[src/rtl/fault_scan_ctrl.sv]
// Scans the fault memory word by word and builds per-word flip/patch maps plus fault counters.
// Start to done takes N_WORDS+2 cycles (one read per cycle, then a one-cycle drain for the last return).
module fault_scan_ctrl #(
    parameter int N_WORDS = 64,
    parameter int ADDR_W  = $clog2(N_WORDS),
    parameter int CNT_W   = ADDR_W + 1
) (
    input  logic               clk,
    input  logic               reset,
    input  logic               start,
    output logic               mem_rd_en,
    output logic [ADDR_W-1:0]  mem_rd_addr,
    input  logic [1:0]         mem_rd_data,
    output logic               busy,
    output logic               done,
    output logic [N_WORDS-1:0] flip_map,
    output logic [N_WORDS-1:0] patch_map,
    output logic [CNT_W-1:0]   count_f,
    output logic [CNT_W-1:0]   count_p,
    output logic [CNT_W-1:0]   count_err
);

    typedef enum logic [1:0] {
        IDLE  = 2'd0,
        SCAN  = 2'd1,
        DRAIN = 2'd2,
        DONE  = 2'd3
    } state_t;

    state_t              state, state_nxt;
    logic [ADDR_W-1:0]   addr_cnt;
    logic [ADDR_W-1:0]   cap_addr;
    logic                cap_vld;
    logic                scan_go;
    logic                last_addr;

    function automatic logic [CNT_W-1:0] sat_inc(input logic [CNT_W-1:0] v);
        return (&v) ? v : v + 1'b1;
    endfunction

    // A start is only honoured when no scan is running
    assign scan_go   = start && ((state == IDLE) || (state == DONE));
    assign last_addr = (addr_cnt == ADDR_W'(N_WORDS - 1));

    always_ff @(posedge clk or posedge reset) begin
        if (reset) begin
            state <= IDLE;
        end else begin
            state <= state_nxt;
        end
    end

    always_comb begin
        state_nxt   = state;
        mem_rd_en   = 1'b0;
        mem_rd_addr = '0;
        busy        = 1'b0;
        done        = 1'b0;
        unique case (state)
            IDLE: begin
                if (scan_go) state_nxt = SCAN;
            end
            SCAN: begin
                mem_rd_en   = 1'b1;
                mem_rd_addr = addr_cnt;
                busy        = 1'b1;
                if (last_addr) state_nxt = DRAIN;
            end
            DRAIN: begin
                busy      = 1'b1;
                state_nxt = DONE;
            end
            DONE: begin
                done = 1'b1;
                if (scan_go) state_nxt = SCAN;
            end
            default: state_nxt = IDLE;
        endcase
    end

    always_ff @(posedge clk or posedge reset) begin
        if (reset) begin
            addr_cnt <= '0;
        end else if (scan_go) begin
            addr_cnt <= '0;
        end else if (state == SCAN) begin
            addr_cnt <= addr_cnt + 1'b1;
        end
    end

    // Read data returns one cycle after the strobe, so the address travels with it
    always_ff @(posedge clk or posedge reset) begin
        if (reset) begin
            cap_vld  <= 1'b0;
            cap_addr <= '0;
        end else begin
            cap_vld  <= mem_rd_en;
            cap_addr <= mem_rd_addr;
        end
    end

    always_ff @(posedge clk or posedge reset) begin
        if (reset) begin
            flip_map  <= '0;
            patch_map <= '0;
            count_f   <= '0;
            count_p   <= '0;
            count_err <= '0;
        end else if (scan_go) begin
            flip_map  <= '0;
            patch_map <= '0;
            count_f   <= '0;
            count_p   <= '0;
            count_err <= '0;
        end else if (cap_vld) begin
            unique case (mem_rd_data)
                2'b01: begin
                    flip_map[cap_addr] <= 1'b1;
                    count_f            <= sat_inc(count_f);
                end
                2'b10: begin
                    patch_map[cap_addr] <= 1'b1;
                    count_p             <= sat_inc(count_p);
                end
                2'b11: begin
                    count_err <= sat_inc(count_err);
                end
                default: begin
                end
            endcase
        end
    end

endmodule
[config.mk]
export PLATFORM = sky130hd
export DESIGN_NAME = fault_scan_ctrl
export DESIGN_NICKNAME = d
export VERILOG_FILES = /design/src/rtl/fault_scan_ctrl.sv
export SDC_FILE = /design/constraint.sdc
export NUM_CORES = 1
export LEC_CHECK = 0
export ABC_AREA = 1
export BUFFER_PORTS_ARGS = -buffer_cell sky130_fd_sc_hd__buf_4
export CAP_MARGIN = 20
export CORE_MARGIN = 2
export CORE_UTILIZATION = 45
export CTS_BUF_LIST = sky130_fd_sc_hd__clkbuf_16
export CTS_CLUSTER_SIZE = 25
export DETAILED_ROUTE_END_ITERATION = 7
export PLACE_DENSITY = 0.69
export SYNTH_ARGS = -nofsm -noshare
export SYNTH_HDL_FRONTEND = slang
export SYNTH_SLANG_ARGS = --single-unit
[constraint.sdc]
create_clock -name clk -period 7.3 [get_ports clk]
set_clock_uncertainty 0.2 [all_clocks]
set_input_delay 1.46 -clock clk [delete_from_list [all_inputs] [get_ports clk]]
set_output_delay 1.46 -clock clk [all_outputs]
set_load 0.005 [all_outputs]
---- After elaboration in Yosys (flattened, before gate mapping) ----
Index checks and enable logic that the tools add are counted.
storage, ports and cells
  flip-flop bits (word level) ............. 164
  bits in latches ......................... 0
  memory bits (writable) .................. 0
  ROM bits ................................ 0
  input bits .............................. 5
  output and inout port bits .............. 158
  word-level logic and storage cells ...... 78
  memories ................................ 0
cells by class
  add/sub/neg operators ................... 4
  $mul .................................... 0
  div/mod/pow operators ................... 0
  order comparisons ....................... 2
  eq/ne operators ......................... 12
  shifts and indexed selects .............. 0
  mux-type cells .......................... 29
  bitwise gates (word level) .............. 2
  reductions and logical operators ........ 20
operator list
  operator                                                               count
  64-bit 2-to-1 mux                                                      6
  64-bit bitwise OR                                                      2
  7-bit 2-to-1 mux                                                       12
  7-bit by 1-bit adder with 7-bit output, second input constant          3
  7-bit AND reduction                                                    3
  6-bit 2-to-1 mux                                                       3
  2-bit nonzero test                                                     5
  3-bit AND reduction                                                    3
  2-bit equality test, second input constant                             4
  2-bit != test, second input constant                                   4
  6-bit by 7-bit < comparator with 1-bit output, second input constant   1
  6-bit by 1-bit adder with 6-bit output, second input constant          1
  1-bit demux with 6-bit select                                          1
  6-bit equality test, second input constant                             1
  6-bit by 1-bit >= comparator with 1-bit output, second input constant  1
  2-bit case mux with 3 select lines                                     1
  2-bit AND reduction                                                    3
  2-bit by 1-bit equality test with 1-bit output, second input constant  2
  1-bit 2-to-1 mux                                                       4
  2-bit 2-to-1 mux                                                       2
  2-bit OR reduction                                                     2
  1-bit logical AND                                                      2
  2-bit logical NOT                                                      1
  2-bit by 1-bit != test with 1-bit output, second input constant        1
  1-bit logical OR                                                       1

---- Logic depth before layout (Yosys ltp) ----
Gate-level depths: netlist (run 1).
  depth after elaboration ................. 8
  gate-level depth with buffers ........... 8
  depth with buffers taken out ............ 8

---- Worst setup path after synthesis (run 1) ----
OpenSTA, ideal clock, no wires.
  path type ............................... flip-flop to output port
  from .................................... register state[1]
  to ...................................... output port mem_rd_addr[2]
  arrival ................................. 0.961 ns
  data required time ...................... 5.640 ns
  setup slack ............................. 4.679 ns
  stages on the path, launching flop included .. 6
  buffers on the path ..................... 1
  path through ............................ dfrtp_1 inv_1 ha_1 buf_2 nand2_1 inv_1
between the ends
  word-level cells in the longest chain between the ends .. 2
ends and longest elaborated chain
  what                                            line  RTL
  start: declaration                              30    state_t state, state_nxt;
  start signal: assignment                        49    state <= state_nxt;
  2-bit by 1-bit equality test with 1-bit output  59    unique case (state)
  6-bit 2-to-1 mux                                59
  end: declaration                                12    output logic [ADDR_W-1:0] mem_rd_addr,
Every way passes these cells.

---- Worst setup path after layout (run 1) ----
  from .................................... register state[1]
  to ...................................... output port mem_rd_addr[5]
The elaborated chain is that of the path after synthesis.

==> impl_table.tex, run 1 <==
\begin{tabular}{lr}
\hline
Metric & Value \\
\hline
\multicolumn{2}{l}{\textbf{Run status}} \\
\quad Outcome & complete, no violations \\
\multicolumn{2}{l}{\textbf{Finish}} \\
\quad Area overhead of the layout relative to synthesis & 25.3\% \\
\quad Number of diodes & 0 \\
\quad Number of nets in the final layout & 920 \\
\quad Share of post-route cells with drive strength above 1 & 0.282 \\
\multicolumn{2}{l}{\textbf{Synthesis}} \\
\quad Most used flip-flop cell after synthesis & sky130\_fd\_sc\_hd\_\_dfrtp\_1 \\
\quad Post-synthesis cell type with the largest combined area & sky130\_fd\_sc\_hd\_\_dfrtp\_1 \\
\quad Register area share after synthesis & 0.585 \\
\quad Synth async-reset ratio & 1.00 \\
\quad Net count after synthesis & around 770 \\
\quad Post-synthesis average cell area & roughly 9.3 sq um \\
\quad Post-synth EDFFs & 0 \\
\quad Share of the synthesized area in the top cell type & 0.585 \\
\quad Post-synthesis instance area & roughly 0.007 sq mm \\
\quad Distinct cell type count of the synthesized netlist & 32 \\
\quad Number of cells produced by synthesis & 757 \\
\quad Total of flip-flops plus latches after synthesis & 164 \\
\quad Count of yosys warnings during synthesis & 0 \\
\quad Cell types with the largest area share after synthesis & sky130\_fd\_sc\_hd\_\_dfrtp\_1, sky130\_fd\_sc\_hd\_\_nor2\_1, sky130\_fd\_sc\_hd\_\_a21oi\_1 \\
\quad Cell with the most instances after synthesis & sky130\_fd\_sc\_hd\_\_nor2\_1 \\
\quad Top cells by instance count after synthesis & sky130\_fd\_sc\_hd\_\_nor2\_1, sky130\_fd\_sc\_hd\_\_dfrtp\_1, sky130\_fd\_sc\_hd\_\_a21oi\_1 \\
\multicolumn{2}{l}{\textbf{Clock network}} \\
\quad CTS tree & yes \\
\quad Clock transition at the register clock pins on the worst setup and hold paths after CTS & $\sim$0.060 ns \\
\quad Hold buffer count at cts & 0 \\
\quad Clock net sink count & 164 \\
\quad \# H-tree levels & 4 \\
\quad Number of buffers inserted during clock tree synthesis & 17 \\
\quad Post-CTS Repair Setup Buffers & 0 \\
\quad Skew-Pair Late Insertion Delay & $\sim$0.42 ns \\
\quad Post-CTS Resized & 0 \\
\quad CTS max path bufs & 2 \\
\quad CTS Root Cell & sky130\_fd\_sc\_hd\_\_clkbuf\_16 \\
\multicolumn{2}{l}{\textbf{Setup path}} \\
\quad Required time of the critical path & roughly 5.6 ns \\
\quad Delay of the slowest cell on the worst path & approximately 0.42 ns \\
\quad Most prevalent standard cell on the critical path & sky130\_fd\_sc\_hd\_\_inv\_1 \\
\quad Maximum fanout encountered on the critical timing path & 13 \\
\quad Startpoint kind of the worst setup timing path & flop \\
\quad Cells along the critical path & inv\_1, ha\_1, nand2\_1, inv\_1, buf\_4 \\
\quad Number of buffer and inverter stages on the critical path & 3 \\
\quad Kind of cell adding the most delay to the critical path & adder cells \\
\quad Data arrival time of the worst path & 1.69 ns \\
\quad Slowest cell on crit path & sky130\_fd\_sc\_hd\_\_ha\_1 \\
\quad Sort of element at the end of the critical path & primary output \\
\quad Kind of critical path & reg2out \\
\multicolumn{2}{l}{\textbf{Power and ir drop}} \\
\quad Cell internal power dissipation & 1560 uW \\
\quad Maximum ir drop on the vdd rail & approximately 0.00021 V \\
\quad Pleak & 0.00453 uW \\
\quad Clk network pwr share & 0.356 \\
\quad Switch share & 0.323 \\
\quad Power density over the cells & $\sim$260 mW/mm\^{}2 \\
\quad Proportion of power drawn by flip-flops and latches & 0.434 \\
\quad Power after layout & between 2000 and 2500 uW \\
\quad Fraction of power consumed by combinational cells & 0.210 \\
\quad Net switching power & $\sim$740 uW \\
\multicolumn{2}{l}{\textbf{Timing}} \\
\quad Slew headroom & 0.300 \\
\quad Achievable clock frequency & about 300 MHz \\
\quad Final sum of negative setup slack & 0 ns \\
\quad Final worst path period share & 0.459 \\
\quad Slew Limit Fails & 0 \\
\quad Number of hold-slack violations in the final timing report & 0 \\
\quad Worst Tran Pin Value & roughly 1.1 ns \\
\quad Final worst path period need & around 3.3 ns \\
\quad Final setup fails & 0 \\
\quad Unrepaired setup endpoints after global routing & no \\
\multicolumn{2}{l}{\textbf{Routing}} \\
\quad Remaining antenna violation count after routing & 0 \\
\quad Vias after detailed routing & about 5700 \\
\quad Ratio of routed vias to standard cells & just over 5 \\
\quad Length of the first detailed-routing pass in iterations & 6 \\
\quad DRC violation count after routing & 0 \\
\quad Wire length per cell after detailed routing & roughly 16 microns \\
\quad Drt first-iter violations & between 400 and 500 \\
\quad Total length of routed wires & around 18 mm \\
\multicolumn{2}{l}{\textbf{Global route}} \\
\quad Largest net degree at the start of global routing & between 90 and 100 \\
\quad Combined global-route utilization of all metal layers & 0.219 \\
\quad Global-route wire length before repair & around 28 mm \\
\quad Via count of the first global-routing pass & between 5000 and 6000 \\
\quad Number of antenna violations at the first check in global routing & 0 \\
\quad Total overflow reported by the global router & 0 \\
\multicolumn{2}{l}{\textbf{Floorplanning}} \\
\quad Count of boundary I/O pins & about 160 \\
\quad Core Region & about 0.015 sq mm \\
\quad Die Height & 129 microns \\
\quad Initial core utilization & 0.461 \\
\quad Area enclosed by the die boundary & 0.0166 sq mm \\
\quad Width of the chip & around 130 microns \\
\quad Number of placement rows & between 40 and 50 \\
\multicolumn{2}{l}{\textbf{Placed design}} \\
\quad Detailed placement HPWL & about 12 mm \\
\quad Port Buf Inserts & approximately 160 \\
\quad Gpl congestion & just over 0.8 \\
\multicolumn{2}{l}{\textbf{Flow run}} \\
\quad Maxcap violations & 0 \\
\multicolumn{2}{l}{\textbf{Hold path}} \\
\quad Path type of the worst min-delay path & reg2reg \\
\hline
\end{tabular}
through the flow:
stage	instance area (sq um)	util	setup WS (ns)	hold slack (ns)	instances
6_report	8790	0.578	3.95	0.292	1107
5_1_grt	8790	0.578	3.77	0.314	1107
4_1_cts	8790	0.578	3.93	0.295	1107
3_5_place_dp	8260	0.543	3.62	0.281	1077
3_3_place_gp	8260	0.543	3.62	0.277	1077
2_1_floorplan	7010	-	1.21	0.267	757
worst paths after layout:
kind / startpoint / end / slack, ns / cells past startpoint
worst max-delay path: state[1] / mem_rd_addr[5] / 3.95 / 5
worst min-delay path: patch_map[18] / patch_map[18] / 0.29 / 2
worst max register to register: state[0] / flip_map[13] / 4.38 / 5
worst min register to register: patch_map[18] / patch_map[18] / 0.29 / 2
max in group asynchronous: reset / count_f[3] / 4.51 / 3
min in group asynchronous: reset / patch_map[0] / 0.98 / 2
sequential cells by signal (all words and copies together) (netlist names):
| register | count |
|---|---|
| count_f | 7 |
| count_err | 7 |
| state | 2 |
| count_p | 7 |
| patch_map | 64 |
| cap_vld | 1 |
| cap_addr | 6 |
| flip_map | 64 |
| addr_cnt | 6 |
power groups by stage:
| stage | registers [uW] | logic [uW] | clock network, uW |
|---|---|---|---|
| final | 999 | 484 | 819 |
| after global routing | 1000 | 539 | 875 |
| after CTS | 998 | 489 | 834 |
| after detailed placement | 1010 | 488 | 0 |
| after global placement | 1010 | 488 | 0 |
| after floorplan | 1010 | 365 | 0 |
cell type report:
cell class | instances | area, sq um
Clock buffer | 17 | 425
Clock inverter | 13 | 105
Fill cell | 1388 | 6410
Inverter | 56 | 218
Multi-Input combinational cell | 504 | 2470
Sequential cell | 164 | 4100
Tap cell | 188 | 235
Timing Repair Buffer | 165 | 1240
per-layer routing:
metal	share of wire	wire length [microns]	track usage
met5	0	0	0
met4	0.013	227	0.0614
met3	0.067	1190	0.0541
met2	0.48	8540	0.342
met1	0.44	7910	0.306
kinds of logic (layout without fill, tap and decap cells):
logic type                 count (synthesis)  in the layout  share of synthesized area
buffers and inverters                     89            251                     0.0640
DFF                                      164            164                      0.585
and+or+nand+nor                          346            346                      0.212
adders and majority gates                  7              7                     0.0125
AOI/OAI and AO/OA                        150            150                      0.125
xor gates and xnor gates                   1              1                    0.00125
worst reg2reg max path: stages, from the launching register on:
cell	delay (ns)
sky130_fd_sc_hd__dfrtp_1	0.42
sky130_fd_sc_hd__ha_1	0.36
sky130_fd_sc_hd__nand2_4	0.21
sky130_fd_sc_hd__inv_4	0.65
sky130_fd_sc_hd__buf_4	0.75
sky130_fd_sc_hd__nor2_1	0.18
cell usage in the layout, fill, tap and decap left out, types with 2 or more instances in the layout:
cell type	netlist	final
sky130_fd_sc_hd__ha_1	7	7
sky130_fd_sc_hd__o21ai_0	8	8
sky130_fd_sc_hd__nor2_2	31	31
sky130_fd_sc_hd__nor2_4	2	2
sky130_fd_sc_hd__nand2_1	92	92
sky130_fd_sc_hd__a21oi_2	30	30
sky130_fd_sc_hd__inv_2	2	2
sky130_fd_sc_hd__nand4_1	4	4
sky130_fd_sc_hd__dfrtp_1	164	164
sky130_fd_sc_hd__nor2_1	166	166
sky130_fd_sc_hd__o211ai_1	2	2
sky130_fd_sc_hd__nand3_1	43	43
sky130_fd_sc_hd__clkinv_2	1	3
sky130_fd_sc_hd__clkinv_1	0	3
sky130_fd_sc_hd__nand2_4	2	2
sky130_fd_sc_hd__a21oi_1	104	104
sky130_fd_sc_hd__nor3_1	2	2
sky130_fd_sc_hd__o21bai_1	2	2
sky130_fd_sc_hd__clkbuf_16	0	17
sky130_fd_sc_hd__o21ai_1	2	2
sky130_fd_sc_hd__bufinv_16	0	2
sky130_fd_sc_hd__inv_1	53	57
sky130_fd_sc_hd__buf_4	4	165
No activity file was read; power rests on OpenSTA's default activity.
==> run 2: changes to the inputs <==
--- a/config.mk
+++ b/config.mk
@@ -13,7 +13,7 @@
 export CTS_BUF_LIST = sky130_fd_sc_hd__clkbuf_16
 export CTS_CLUSTER_SIZE = 25
 export DETAILED_ROUTE_END_ITERATION = 7
-export PLACE_DENSITY = 0.69
+export PLACE_DENSITY = 0.71
 export SYNTH_ARGS = -nofsm -noshare
 export SYNTH_HDL_FRONTEND = slang
 export SYNTH_SLANG_ARGS = --single-unit
==> constraint.sdc (replaced) <==
create_clock -name clk -period 3 [get_ports clk]
set_clock_uncertainty 0.2 [all_clocks]
set_input_delay 0.6 -clock clk [delete_from_list [all_inputs] [get_ports clk]]
set_output_delay 0.6 -clock clk [all_outputs]
set_load 0.005 [all_outputs]
==> impl_table.tex, run 2 (synthesis results as in run 1) <==
\begin{tabular}{lr}
\hline
Metric & Value \\
\hline
\multicolumn{2}{l}{\textbf{Finish}} \\
\quad Share of post-route cells with drive strength above 1 & 0.290 \\
\quad Leading cell type in the layout, fill and taps excluded & sky130\_fd\_sc\_hd\_\_nor2\_1 \\
\quad Largest regs & flip\_map: 64 flops, patch\_map: 64 flops \\
\quad Highest-count cells in the layout ignoring fill and taps & sky130\_fd\_sc\_hd\_\_nor2\_1, sky130\_fd\_sc\_hd\_\_dfrtp\_1, sky130\_fd\_sc\_hd\_\_buf\_4, sky130\_fd\_sc\_hd\_\_a21oi\_1, sky130\_fd\_sc\_hd\_\_nand2\_1 \\
\quad Total area of multi-input combinational cells & between 0.002 and 0.0025 sq mm \\
\quad Fillcell total & between 1000 and 1500 \\
\quad Finished Layout Cells & roughly 1100 \\
\quad Register Area & a little over 0.004 sq mm \\
\quad Area overhead of the layout relative to synthesis & 27.7\% \\
\quad Number of diodes & 0 \\
\quad Number of nets in the final layout & $\sim$920 \\
\multicolumn{2}{l}{\textbf{Routing}} \\
\quad Drt first-iter violations & approximately 450 \\
\quad Vias after detailed routing & between 5000 and 6000 \\
\quad Wire length per cell after detailed routing & approximately 16 microns \\
\quad DRC violation count after routing & 0 \\
\quad Ratio of routed vias to standard cells & around 5.2 \\
\quad Total length of routed wires & 18.3 mm \\
\quad Length of the first detailed-routing pass in iterations & 5 \\
\quad Remaining antenna violation count after routing & 0 \\
\multicolumn{2}{l}{\textbf{Power and ir drop}} \\
\quad Proportion of power drawn by flip-flops and latches & 0.413 \\
\quad Net switching power & 1900 uW \\
\quad Pleak & around 0.0046 uW \\
\quad Switch share & 0.324 \\
\quad Power density over the cells & 656 mW/mm\^{}2 \\
\quad Clk network pwr share & 0.371 \\
\quad Maximum ir drop on the vdd rail & 0.000525 V \\
\quad Power after layout & 5870 uW \\
\quad Cell internal power dissipation & around 4000 uW \\
\quad Fraction of power consumed by combinational cells & 0.216 \\
\multicolumn{2}{l}{\textbf{Setup path}} \\
\quad Delay of the slowest cell on the worst path & between 0.4 and 0.5 ns \\
\quad Required time of the critical path & 2.20 ns \\
\quad Startpoint kind of the worst setup timing path & flop \\
\quad Startpoint of the worst register-to-register path & state[1] \\
\quad Sort of element at the end of the critical path & primary output \\
\quad Cells along the critical path & inv\_1, ha\_1, nand2\_1, inv\_1, buf\_4 \\
\quad Worst setup slack for register-to-register paths & 0.71 ns \\
\quad Number of buffer and inverter stages on the critical path & 3 \\
\quad Data arrival time of the worst path & approximately 1.7 ns \\
\quad Maximum fanout encountered on the critical timing path & 13 \\
\quad Kind of cell adding the most delay to the critical path & adder cells \\
\quad Endpoint of the lowest-slack register-to-register path & patch\_map[50] \\
\quad Slowest cell on crit path & sky130\_fd\_sc\_hd\_\_ha\_1 \\
\quad Critical path depth in cells & 5 \\
\quad Kind of critical path & reg2out \\
\quad Most prevalent standard cell on the critical path & sky130\_fd\_sc\_hd\_\_inv\_1 \\
\quad Logic depth of the worst register-to-register path & 6 \\
\multicolumn{2}{l}{\textbf{Placed design}} \\
\quad Worst setup slack before clock tree synthesis & 0.715 ns \\
\quad Placed cells & around 1100 \\
\quad Port Buf Inserts & 162 \\
\quad Gpl congestion & 0.826 \\
\quad Detailed placement HPWL & roughly 12 mm \\
\multicolumn{2}{l}{\textbf{Hold path}} \\
\quad Path type of the worst min-delay path & in2async \\
\multicolumn{2}{l}{\textbf{Global route}} \\
\quad Largest net degree at the start of global routing & 96 \\
\quad Number of antenna violations at the first check in global routing & 0 \\
\quad Combined global-route utilization of all metal layers & 0.222 \\
\quad Total overflow reported by the global router & 0 \\
\quad Via count of the first global-routing pass & between 5000 and 6000 \\
\quad Global-route wire length before repair & 28.4 mm \\
\multicolumn{2}{l}{\textbf{Timing}} \\
\quad Setup WS post-layout & 0.516 ns \\
\quad Worst Tran Pin Value & around 0.7 ns \\
\quad Number of hold-slack violations in the final timing report & 0 \\
\quad Slew Limit Fails & 0 \\
\quad Final worst path period share & 0.828 \\
\quad Final setup fails & 0 \\
\quad Unrepaired setup endpoints after global routing & no \\
\quad Final worst path period need & about 2.5 ns \\
\quad Achievable clock frequency & around 400 MHz \\
\quad Worst hold-check slack & about 0.12 ns \\
\quad Final sum of negative setup slack & 0 ns \\
\quad Slew headroom & 0.532 \\
\multicolumn{2}{l}{\textbf{Clock network}} \\
\quad Post-CTS Repair Setup Buffers & 0 \\
\quad \# H-tree levels & 4 \\
\quad Clock transition at the register clock pins on the worst setup and hold paths after CTS & roughly 0.060 ns \\
\quad Hold buffer count at cts & 0 \\
\quad CTS tree & yes \\
\quad Number of buffers inserted during clock tree synthesis & 17 \\
\quad Post-CTS Resized & 0 \\
\quad Clock net sink count & around 160 \\
\quad Skew-Pair Late Insertion Delay & about 0.42 ns \\
\quad CTS max path bufs & 2 \\
\quad CTS Root Cell & sky130\_fd\_sc\_hd\_\_clkbuf\_16 \\
\multicolumn{2}{l}{\textbf{Floorplanning}} \\
\quad Number of placement rows & 45 \\
\quad Die Height & approximately 130 microns \\
\quad Area enclosed by the die boundary & roughly 0.017 sq mm \\
\quad Width of the chip & $\sim$130 microns \\
\quad Initial core utilization & 0.461 \\
\quad Count of boundary I/O pins & approximately 160 \\
\quad Core Region & 0.0152 sq mm \\
\multicolumn{2}{l}{\textbf{Flow run}} \\
\quad Maxcap violations & 0 \\
\multicolumn{2}{l}{\textbf{Run status}} \\
\quad Outcome & complete, no violations \\
\hline
\end{tabular}
run 2: changes by cell type in the layout (fill, tap and decap cells not counted):
cell and delta:
sky130_fd_sc_hd__bufinv_16 +1, sky130_fd_sc_hd__clkinv_4 +3, sky130_fd_sc_hd__clkinv_1 +1, sky130_fd_sc_hd__buf_4 -2, sky130_fd_sc_hd__buf_12 +6, sky130_fd_sc_hd__clkinvlp_4 +3, sky130_fd_sc_hd__clkinv_2 -2, sky130_fd_sc_hd__inv_1 -4
run 2: worst max-delay path by stage:
stage / from / to
finish: state[1] / mem_rd_addr[1]
global route: state[1] / mem_rd_addr[4]
CTS: state[1] / mem_rd_addr[4]
detailed placement: state[1] / patch_map[47]
global placement: state[1] / patch_map[44]
floorplan: reset / addr_cnt[0]
run 2: routing by layer:
metal	up-vias	part of all wire	global-route usage
li1	2769	-	-
met1	2859	0.43	0.293
met2	188	0.48	0.354
met3	20	0.076	0.0732
met4	0	0.015	0.0620
met5	-	0	0
run 2: worst register-to-register path: cells and delay by family (launching register included):
kind	cells	cell delay, ns
buffers and inverters	3	0.96
adders and majority gates	1	0.33
and+or+nand+nor	2	0.31
DFF	1	0.37
run 2: through the flow:
| stage | utilization | area [sq um] |
|---|---|---|
| floorplan | - | 7020 |
| global placement | 0.550 | 8370 |
| detailed placement | 0.550 | 8370 |
| CTS | 0.589 | 8950 |
| global route | 0.589 | 8950 |
| finish | 0.589 | 8950 |
run 2: cell type report:
| cell class | count | share of cell area |
|---|---|---|
| repair buffers | 169 | 0.150 |
| clock buffers | 17 | 0.0475 |
| inverters | 56 | 0.0242 |
| clock inverters | 15 | 0.0183 |
| multi-input cells | 504 | 0.275 |
| flip-flops and latches | 164 | 0.458 |
| well taps | 188 | 0.0263 |
run 2: power groups by stage:
stage,Sequential [uW],Combinational (uW),Clock [uW]
2_1_floorplan,2450,889,0
3_3_place_gp,2460,1260,0
3_5_place_dp,2460,1280,0
4_1_cts,2430,1290,2210
5_1_grt,2440,1400,2300
6_report,2430,1270,2180
